<file path="src/rtl/acc_alu_seq_pkg.sv">
// Shared definitions for the sequential accumulator ALU: default width,
// opcode encoding, FSM states and the sizing of the iteration counter.
package acc_alu_seq_pkg;

    localparam int unsigned W_DEF = 8;

    typedef enum logic [3:0] {
        OP_ADD  = 4'd0,
        OP_SUB  = 4'd1,
        OP_AND  = 4'd2,
        OP_OR   = 4'd3,
        OP_XOR  = 4'd4,
        OP_NOT  = 4'd5,
        OP_SHL  = 4'd6,
        OP_SHR  = 4'd7,
        OP_LOAD = 4'd8,
        OP_MUL  = 4'd9,
        OP_DIV  = 4'd10,
        OP_NOP  = 4'd15
    } op_e;

    typedef enum logic [1:0] {
        ST_IDLE,
        ST_EXEC,
        ST_WRITE
    } state_e;

    // Wide enough to hold the full iteration count W, not just W-1.
    function automatic int unsigned cnt_width(input int unsigned w);
        return $clog2(w) + 1;
    endfunction

    localparam int unsigned CNT_W_DEF = cnt_width(W_DEF);

endpackage

</file>
<file path="src/rtl/acc_alu_seq_if.sv">
// Request/response bundle between the accumulator controller (master)
// and the sequential ALU (slave).
interface acc_alu_seq_if #(
    parameter int unsigned W = acc_alu_seq_pkg::W_DEF
) ();

    logic         start;
    logic [3:0]   op;
    logic [W-1:0] acc_in;
    logic [W-1:0] mem_in;
    logic [W-1:0] result;
    logic         acc_we;
    logic         busy;
    logic         done;
    logic         zf;
    logic         cf;
    logic         nf;
    logic         dz;

    modport master (
        output start, op, acc_in, mem_in,
        input  result, acc_we, busy, done, zf, cf, nf, dz
    );

    modport slave (
        input  start, op, acc_in, mem_in,
        output result, acc_we, busy, done, zf, cf, nf, dz
    );

endinterface

</file>
<file path="src/rtl/acc_alu_muldiv.sv">
// Iterative multiply (shift-add) / restoring divide, one bit per step.
// A single 2W register holds {hi,lo} product or {remainder,quotient}.
module acc_alu_muldiv
    import acc_alu_seq_pkg::*;
#(
    parameter int unsigned W     = W_DEF,
    parameter int unsigned CNT_W = cnt_width(W)
) (
    input  logic             clk,
    input  logic             rst_n,
    input  logic             load_i,
    input  logic             is_div_i,
    input  logic             step_i,
    input  logic [W-1:0]     a_i,
    input  logic [W-1:0]     b_i,
    output logic [CNT_W-1:0] count_o,
    output logic [W-1:0]     res_o,
    output logic             ovf_o
);

    logic [2*W-1:0]   p_q, p_d, p_step;
    logic [W-1:0]     m_q, m_d;
    logic             div_q, div_d;
    logic [CNT_W-1:0] cnt_q, cnt_d;

    logic [W:0] mul_sum;
    logic [W:0] div_trial;
    logic [W:0] div_diff;
    logic       div_ge;

    always_comb begin
        mul_sum   = {1'b0, p_q[2*W-1:W]} + (p_q[0] ? {1'b0, m_q} : {(W+1){1'b0}});
        div_trial = p_q[2*W-1:W-1];
        div_diff  = div_trial - {1'b0, m_q};
        div_ge    = (div_trial >= {1'b0, m_q});
        if (div_q) begin
            p_step = {(div_ge ? div_diff[W-1:0] : div_trial[W-1:0]), p_q[W-2:0], div_ge};
        end else begin
            p_step = {mul_sum, p_q[W-1:1]};
        end
    end

    always_comb begin
        p_d   = p_q;
        m_d   = m_q;
        div_d = div_q;
        cnt_d = cnt_q;
        if (load_i) begin
            // Multiplier or dividend starts in the low half; the other operand is held in m.
            p_d   = {{W{1'b0}}, (is_div_i ? a_i : b_i)};
            m_d   = is_div_i ? b_i : a_i;
            div_d = is_div_i;
            cnt_d = '0;
        end else if (step_i) begin
            p_d   = p_step;
            cnt_d = cnt_q + 1'b1;
        end
    end

    always_ff @(posedge clk or negedge rst_n) begin
        if (!rst_n) begin
            p_q   <= '0;
            m_q   <= '0;
            div_q <= 1'b0;
            cnt_q <= '0;
        end else begin
            p_q   <= p_d;
            m_q   <= m_d;
            div_q <= div_d;
            cnt_q <= cnt_d;
        end
    end

    // Outputs reflect the value after the step in progress, so the caller can
    // register the final result on the same edge as the last iteration.
    assign count_o = cnt_q;
    assign res_o   = p_step[W-1:0];
    assign ovf_o   = div_q ? 1'b0 : (|p_step[2*W-1:W]);

endmodule

</file>
<file path="src/rtl/acc_alu_seq.sv">
// Sequential accumulator ALU: single-cycle ops finish in one cycle,
// MUL/DIV iterate W times in acc_alu_muldiv before the write cycle.
module acc_alu_seq
    import acc_alu_seq_pkg::*;
#(
    parameter int unsigned W = W_DEF
) (
    input  logic          clk,
    input  logic          rst_n,
    acc_alu_seq_if.slave  bus
);

    localparam int unsigned CNT_W = cnt_width(W);

    state_e       state_q, state_d;
    logic [W-1:0] result_q, result_d;
    logic         zf_q, zf_d, cf_q, cf_d, nf_q, nf_d, dz_q, dz_d;
    logic         acc_we_q, acc_we_d;
    logic         divz_q, divz_d;

    logic [W:0]       add_w, sub_w;
    logic [W-1:0]     alu_res;
    logic             alu_cf;
    logic             is_alu_op, is_iter_op;
    logic             md_load, md_step;
    logic [CNT_W-1:0] md_count;
    logic [W-1:0]     md_res;
    logic             md_ovf;

    acc_alu_muldiv #(.W(W), .CNT_W(CNT_W)) u_muldiv (
        .clk      (clk),
        .rst_n    (rst_n),
        .load_i   (md_load),
        .is_div_i (bus.op == OP_DIV),
        .step_i   (md_step),
        .a_i      (bus.acc_in),
        .b_i      (bus.mem_in),
        .count_o  (md_count),
        .res_o    (md_res),
        .ovf_o    (md_ovf)
    );

    always_comb begin
        add_w   = {1'b0, bus.acc_in} + {1'b0, bus.mem_in};
        sub_w   = {1'b0, bus.acc_in} - {1'b0, bus.mem_in};
        alu_res = '0;
        alu_cf  = 1'b0;
        case (bus.op)
            OP_ADD:  begin alu_res = add_w[W-1:0]; alu_cf = add_w[W]; end
            OP_SUB:  begin alu_res = sub_w[W-1:0]; alu_cf = sub_w[W]; end
            OP_AND:  alu_res = bus.acc_in & bus.mem_in;
            OP_OR:   alu_res = bus.acc_in | bus.mem_in;
            OP_XOR:  alu_res = bus.acc_in ^ bus.mem_in;
            OP_NOT:  alu_res = ~bus.acc_in;
            OP_SHL:  begin alu_res = {bus.acc_in[W-2:0], 1'b0}; alu_cf = bus.acc_in[W-1]; end
            OP_SHR:  begin alu_res = {1'b0, bus.acc_in[W-1:1]}; alu_cf = bus.acc_in[0]; end
            OP_LOAD: alu_res = bus.mem_in;
            default: begin alu_res = '0; alu_cf = 1'b0; end
        endcase
    end

    assign is_alu_op  = (bus.op <= OP_LOAD);
    assign is_iter_op = (bus.op == OP_MUL) || (bus.op == OP_DIV);

    always_comb begin
        state_d  = state_q;
        result_d = result_q;
        zf_d     = zf_q;
        cf_d     = cf_q;
        nf_d     = nf_q;
        dz_d     = dz_q;
        acc_we_d = 1'b0;
        divz_d   = divz_q;
        md_load  = 1'b0;
        md_step  = 1'b0;
        unique case (state_q)
            ST_IDLE: begin
                if (bus.start) begin
                    if (is_iter_op) begin
                        md_load = 1'b1;
                        divz_d  = (bus.op == OP_DIV) && (bus.mem_in == '0);
                        state_d = ST_EXEC;
                    end else begin
                        state_d = ST_WRITE;
                        if (is_alu_op) begin
                            result_d = alu_res;
                            cf_d     = alu_cf;
                            zf_d     = (alu_res == '0);
                            nf_d     = alu_res[W-1];
                            dz_d     = 1'b0;
                            acc_we_d = 1'b1;
                        end
                    end
                end
            end
            ST_EXEC: begin
                md_step = 1'b1;
                if (md_count == CNT_W'(W - 1)) begin
                    result_d = md_res;
                    cf_d     = md_ovf;
                    zf_d     = (md_res == '0);
                    nf_d     = md_res[W-1];
                    dz_d     = divz_q;
                    acc_we_d = 1'b1;
                    state_d  = ST_WRITE;
                end
            end
            ST_WRITE: state_d = ST_IDLE;
            default:  state_d = ST_IDLE;
        endcase
    end

    always_ff @(posedge clk or negedge rst_n) begin
        if (!rst_n) begin
            state_q  <= ST_IDLE;
            result_q <= '0;
            zf_q     <= 1'b0;
            cf_q     <= 1'b0;
            nf_q     <= 1'b0;
            dz_q     <= 1'b0;
            acc_we_q <= 1'b0;
            divz_q   <= 1'b0;
        end else begin
            state_q  <= state_d;
            result_q <= result_d;
            zf_q     <= zf_d;
            cf_q     <= cf_d;
            nf_q     <= nf_d;
            dz_q     <= dz_d;
            acc_we_q <= acc_we_d;
            divz_q   <= divz_d;
        end
    end

    assign bus.result = result_q;
    assign bus.zf     = zf_q;
    assign bus.cf     = cf_q;
    assign bus.nf     = nf_q;
    assign bus.dz     = dz_q;
    assign bus.acc_we = acc_we_q;
    assign bus.done   = (state_q == ST_WRITE);
    assign bus.busy   = (state_q != ST_IDLE);

endmodule

</file>
<file path="src/flat_wrapper.sv">
// flat-port wrapper written by rule: the top's interface ports become plain ports
module acc_alu_seq_flat import acc_alu_seq_pkg::*;
#(
    parameter int unsigned W = W_DEF
)
  (clk, rst_n, bus_start, bus_op, bus_acc_in, bus_mem_in, bus_result, bus_acc_we, bus_busy, bus_done, bus_zf, bus_cf, bus_nf, bus_dz);
  acc_alu_seq_if #(.W(W)) bus_i ();
  input  logic clk;
  input  logic rst_n;
  input wire logic [$bits(bus_i.start)-1:0] bus_start;
  input wire logic [$bits(bus_i.op)-1:0] bus_op;
  input wire logic [$bits(bus_i.acc_in)-1:0] bus_acc_in;
  input wire logic [$bits(bus_i.mem_in)-1:0] bus_mem_in;
  output wire logic [$bits(bus_i.result)-1:0] bus_result;
  output wire logic [$bits(bus_i.acc_we)-1:0] bus_acc_we;
  output wire logic [$bits(bus_i.busy)-1:0] bus_busy;
  output wire logic [$bits(bus_i.done)-1:0] bus_done;
  output wire logic [$bits(bus_i.zf)-1:0] bus_zf;
  output wire logic [$bits(bus_i.cf)-1:0] bus_cf;
  output wire logic [$bits(bus_i.nf)-1:0] bus_nf;
  output wire logic [$bits(bus_i.dz)-1:0] bus_dz;
  assign bus_i.start = bus_start;
  assign bus_i.op = bus_op;
  assign bus_i.acc_in = bus_acc_in;
  assign bus_i.mem_in = bus_mem_in;
  assign bus_result = bus_i.result;
  assign bus_acc_we = bus_i.acc_we;
  assign bus_busy = bus_i.busy;
  assign bus_done = bus_i.done;
  assign bus_zf = bus_i.zf;
  assign bus_cf = bus_i.cf;
  assign bus_nf = bus_i.nf;
  assign bus_dz = bus_i.dz;
  acc_alu_seq #(.W(W)) u_core (.clk(clk), .rst_n(rst_n), .bus(bus_i));
endmodule
</file>
<file path="config.mk">
export PLATFORM = sky130hd
export DESIGN_NAME = acc_alu_seq_flat
export DESIGN_NICKNAME = d
export VERILOG_FILES = /design/src/rtl/acc_alu_seq_pkg.sv /design/src/rtl/acc_alu_seq_if.sv /design/src/rtl/acc_alu_muldiv.sv /design/src/rtl/acc_alu_seq.sv /design/src/flat_wrapper.sv
export SDC_FILE = /design/constraint.sdc
export NUM_CORES = 1
export LEC_CHECK = 0
export CORE_MARGIN = 1
export CORE_UTILIZATION = 50
export DETAILED_ROUTE_END_ITERATION = 8
export HOLD_SLACK_MARGIN = 0.12
export MAX_ROUTING_LAYER = met4
export PLACE_DENSITY = 0.71
export REMOVE_ABC_BUFFERS = 1
export SETUP_SLACK_MARGIN = 0.2
export SLEW_MARGIN = 20
export SYNTH_ARGS = -nofsm -noshare
export SYNTH_HDL_FRONTEND = slang
export SYNTH_SLANG_ARGS = --single-unit
</file>
<file path="constraint.sdc">
create_clock -name clk -period 6.7 [get_ports clk]
set_input_delay 1.675 -clock clk [delete_from_list [all_inputs] [get_ports clk]]
set_output_delay 1.675 -clock clk [all_outputs]
set_load 0.05 [all_outputs]
</file>
After elaboration in Yosys (flattened, before gate mapping). Index checks and enable logic that the tools add are counted.

Add/sub/neg operators: 5. Order comparisons: 2. Equality and inequality tests: 17. Multiplexer cells: 50. Bitwise gates (word level): 4. Reductions and logical operators: 14.

Operator list (number): 8-bit one-hot mux with 9 select lines (1); 8-bit two-way mux (8); 16-bit two-way mux (3); 1-bit two-way mux (25); 8-bit logical NOT (3); 4-bit by 3-bit equality test with 1-bit output (second input constant) (5); 8-bit by 8-bit adder with 9-bit output (2); 8-bit one-hot mux with 2 select lines (1); 4-bit equality test (second input constant) (3); 1-bit one-hot mux with 2 select lines (5); 9-bit by 8-bit greater-or-equal comparator with 1-bit output (1); 8-bit by 8-bit subtractor with 9-bit output (1); 8-bit AND (1); 4-bit by 2-bit equality test with 1-bit output (second input constant) (2); 4-bit two-way mux (2); 8-bit NOT (1); 8-bit bitwise OR (1); 8-bit OR reduction (1); 8-bit subtractor (1); 8-bit XOR (1); 2-bit two-way mux (3); 2-bit nonzero test (3); 5-bit AND reduction (1); 4-bit by 1-bit adder with 4-bit output (second input constant) (1); 14 further kinds (16).

Register bits after elaboration: 45. Word-level logic and storage cells: 104.

Depth between registers and ports, before layout.
Depth after elaboration: 7. Mapped depth: 13. Depth with buffers taken out: 12.

Hierarchy. From an unflattened synthesis, not the netlist that was laid out.

Cells, all modules: 584. Area, all modules: 4800.9 µm².

Modules (own cells, without submodules): acc_alu_muldiv (times used 1, cells each 276, area each 2422.3 µm², sequential area each 725.7 µm²); acc_alu_seq (times used 1, cells each 308, area each 2378.5 µm², sequential area each 375.4 µm²).

Least setup slack after synthesis. Ideal clock, no wire load.

Kind: input -> register. Start: input port bus_acc_in[0]. End: register u_core.zf_q, in the netlist u_core.bus.zf. Setup time: 66 ps. Arrival time: 4044 ps. Data required time: 6634 ps. Path slack: 2590 ps. Stages on the path: 11. Cell sequence: inv_1 > ha_1 > fa_1 > o21ba_1 > or4_4 > o21ai_2 > o22ai_1 > xor2_1 > a211o_1 > or4_1 > nand2_1.

Word-level cells in the longest chain between the ends: 7.

Ends and longest elaborated chain: start, declared (RTL line flat_wrapper.sv:12) `input wire logic [$bits(bus_i.acc_in)-1:0] bus_acc_in;`; 8-bit by 8-bit subtractor with 9-bit output (tied with other cells) (RTL line acc_alu_seq.sv:45) `sub_w = {1'b0, bus.acc_in} - {1'b0, bus.mem_in};`; 8-bit one-hot mux with 9 select lines (*) (RTL line acc_alu_seq.sv:48) `case (bus.op)`; 8-bit logical NOT (*) (RTL line acc_alu_seq.sv:88) `zf_d = (alu_res == '0);`; 1-bit two-way mux (*) (RTL line acc_alu_seq.sv:85) `if (is_alu_op) begin`; 1-bit two-way mux (*) (RTL line acc_alu_seq.sv:79) `if (is_iter_op) begin`; 1-bit two-way mux (*) (RTL line acc_alu_seq.sv:78) `if (bus.start) begin`; 1-bit one-hot mux with 2 select lines (*) (RTL line acc_alu_seq.sv:76) `unique case (state_q)`; end signal, assigned (RTL line acc_alu_seq.sv:126) `zf_q <= zf_d;`; end, declared (RTL line acc_alu_seq.sv:17) `logic zf_q, zf_d, cf_q, cf_d, nf_q, nf_d, dz_q, dz_d;`.

Mark *: on every way between the ends. The rest lies on a longest branch, timed or not. The select of a mux whose other input is x is not followed. A chain may end at the register's enable or synchronous reset.

Final worst setup path. Same ends and word-level chain as after synthesis.

==> impl_metrics.py <==
metrics = {
    "timing": {
        "fin_skew_ns": 0.00614,
        "finalSetupViolations": 0,
        "rsz0062_at_grt": "no",
        "finalHoldViolCount": 0,
        "drv_slew": 0,
        "fin_tns_setup_ns": 0,
        "worst_pin_slew_ns": 1.03,
        "fin_crit_ns": 4.61,
        "clock.fmax_mhz": 217,
        "slew-limit-headroom": 0.313,
        "min_period_over_period": 0.688,
    },
    "die": {
        "num_rows": 34,
        "core_region_area_mm2": 0.00872,
        "die_h_um": 96.7,
        "die-area_mm2": 0.00936,
        "start_util": 0.514,
        "die_x_um": 96.7,
        "io_pins": 38,
    },
    "grt": {
        "grt_max_degree": 46,
        "track_usage": 0.280,
        "grt-ovfl-total": 0,
        "met2_usage": 0.442,
        "gr-usage-met3": 0.0253,
        "antenna_found_initial": 0,
        "grt-busiest-layer": "met2",
        "grt_pass1_wl_um": 20900,
        "grt_use_met1": 0.393,
        "grt_pass1_vias": 4037,
    },
    "routing": {
        "wirelength_um": 12500,
        "dr.pass1.iters": 5,
        "drt_iter0_drc": 264,
        "vias": 4265,
        "post-route-drc-count": 0,
        "antenna_left": 0,
        "wl_per_cell_um": 18.1,
        "via_per_inst": 6.19,
    },
    "critical_path": {
        "cp_num_buf_inv": 2,
        "cpPeakStageDelay_ns": 0.59,
        "endpoint_kind": "flop",
        "crit_family": "simple AND/OR/NAND/NOR gates",
        "start_kind": "primary input",
        "rrSetupSlack_ns": 3.64,
        "r2r_cells": 9,
        "reg2reg_to": "u_core.bus.cf",
        "path_class": "primary input to flop",
        "cp.arrival_ns": 4.86,
        "worstSetupEndpoint": "u_core.bus.zf",
        "path_max_fanout": 7,
        "worstPathCellList": "clkdlybuf4s50_1 > inv_1 > ha_1 > fa_1 > o21ba_1 > or4_4 > o21ai_2 > o22ai_1 > xor2_1 > a211o_1 > or4_1 > nand2_1",
        "crit_slowest_cell": "clkdlybuf4s50_1",
        "timing.rr.start": "u_core.u_muldiv.p_q[8]",
        "crit_required_ns": 6.95,
        "cp-startpoint": "bus_acc_in[0]",
        "cp.depth": 12,
    },
    "clock_tree": {
        "cts_root_buf": "clkbuf_8",
        "cts_buffer_depth": 2,
        "cts_sinks": 44,
        "cts_buffers": 5,
        "cts_resized": 0,
        "ctsHtreeMaxLevel": 2,
        "ctsHoldBuffers": 0,
        "cts_setup_buffers": 0,
        "cts_tree": "yes",
        "clock_latency_ns": 0.30,
        "clk_pin_slew_ns": 0.09,
    },
    "logic_synthesis": {
        "avgSynthCellArea_um2": 7.93,
        "synth_edf_count": 0,
        "yosysTopAreaCell": "dfrtp_1",
        "synth-main-ff-cell": "dfrtp_1",
        "ys_warn_count": 0,
        "ys_ff_latch": 44,
        "synth_xor_area_frac": 0.0332,
        "synth_top_family_by_area": "compound AO/OA/AOI/OAI gates",
        "synthArstFlopShare": 1.00,
        "synth_area_mm2": 0.00449,
        "syn_inst": 566,
        "synth_top_cell_area_share": 0.245,
        "synthSimpleGateAreaFrac": 0.212,
        "ys_top_cells_by_area": "dfrtp_1 (25%), ha_1 (11%), o21ai_0 (5.9%), mux2i_1 (5.6%), nand2_1 (5.0%)",
        "ys_seq_area_frac": 0.245,
        "synth-adder-area-share": 0.132,
        "synthDistinctLibCells": 66,
        "muxShareOfSynthArea": 0.0608,
        "synth_compound_gate_area_share": 0.251,
    },
    "final_layout": {
        "antenna_cells": 0,
        "instances_no_fill": 689,
        "filler_cell_count": 817,
        "layout_commonest_cell": "nand2_1",
        "fin_nets": 648,
        "area_growth_pct": 11.6,
        "multi_input_area_mm2": 0.00311,
        "final-seq-area_mm2": 0.00110,
        "drive_gt1_frac": 0.0465,
        "final_cell_mix": "nand2_1 (60), o21ai_0 (53), dfrtp_1 (44)",
    },
    "placement": {
        "dp.cells": 681,
        "numPortBuffers": 37,
        "dp_hpwl_um": 9300,
        "place.gp.congestion": 0.942,
    },
    "run_status": {
        "status": "complete, no violations",
    },
    "power_and_ir_drop": {
        "leakagePower_uw": 0.00215,
        "power_frac_seq": 0.271,
        "clkPwrFrac": 0.124,
        "p_per_area_mw_per_mm2": 346,
        "combPwrFrac": 0.605,
        "vdd_drop_max_uv": 155,
        "p_sw_uw": 823,
        "p_int_uw": 908,
        "swShare": 0.476,
    },
    "hold_path": {
        "hp-class": "flop to flop",
    },
    "run": {
        "maxCapViolations": 0,
    },
}
-- layout make-up --
class / count / share of cell area
Clock buffer: 5 / 0.0137
Clock inverter: 3 / 0.00924
Inverter: 39 / 0.0292
Multi-Input combinational cell: 449 / 0.622
Sequential cell: 44 / 0.220
Tap cell: 108 / 0.0270
Timing Repair Buffer: 41 / 0.0794
-- power groups by stage --
stage,registers [uW],clock network (uW),logic (uW)
floorplan,557,0,656
global placement,468,0,1020
detailed placement,472,0,1030
CTS,467,215,1040
global route,482,225,1150
finish,470,214,1050
-- flip-flops by register name, indices dropped and copies added (netlist names) --
signal,flops
u_core.bus.acc_we,1
u_core.bus.cf,1
u_core.bus.dz,1
u_core.bus.nf,1
u_core.bus.result,7
u_core.bus.zf,1
u_core.divz_q,1
u_core.state_q,2
u_core.u_muldiv.count_o,4
u_core.u_muldiv.div_q,1
u_core.u_muldiv.m_q,8
u_core.u_muldiv.p_q,16
-- through the flow --
stage               total power (uW)  instance area (um2)  hold WS, ns  setup WS (ns)   util
finish                          1730                 5010        0.483           2.09  0.574
global route                    1860                 5010        0.521           1.97  0.574
CTS                             1720                 4990        0.494           2.10  0.573
detailed placement              1500                 4880        0.473           1.79  0.560
global placement                1490                 4880        0.452           1.80  0.560
floorplan                       1210                 4340        0.450           2.59      -
-- layer usage --
metal,wire length [um],vias to the layer above
li1,-,2079
met1,5870,2031
met2,5810,144
met3,659,11
met4,139,0
met5,0,-
-- synth_stat cells, types with 6 or more instances --
master and count:
nor2b_1 10, xnor2_1 11, o22ai_1 6, buf_2 7
o211ai_1 10, nand2_1 60, dfrtp_1 44, a211oi_1 11
nor4_1 9, inv_1 38, a21oi_1 24, nand3_1 18
nand2b_1 12, o21ai_0 53, a21o_1 7, ha_1 41
clkbuf_1 22, o31ai_1 6, mux2i_1 25, nor2_1 38
xor2_1 6, nor3_1 12, and2_1 11
-- tightest hold or removal path, cell delays in order, from the launching register on --
cell and delay [ns]:
dfrtp_1 0.35, nand2_1 0.05, nand2_1 0.05
-- how the worst min path moves through the flow --
stage	start	endpoint	cells past startpoint
after floorplan	u_core.divz_q	u_core.divz_q	2
after global placement	u_core.bus.result[4]	u_core.bus.result[4]	2
after detailed placement	u_core.bus.result[3]	u_core.bus.result[3]	1
after CTS	u_core.bus.result[3]	u_core.bus.result[3]	1
after global routing	u_core.bus.result[4]	u_core.bus.result[4]	2
final	u_core.bus.result[4]	u_core.bus.result[4]	2
-- cells by family after synthesis --
logic type      count (synthesis)
compound gates                167
buf+inv                        73
flops                          44
fa+ha+maj                      45
mux                            27
xor+xnor                       17
simple gates                  193
Note: power is estimated with default switching activity, not from simulation.
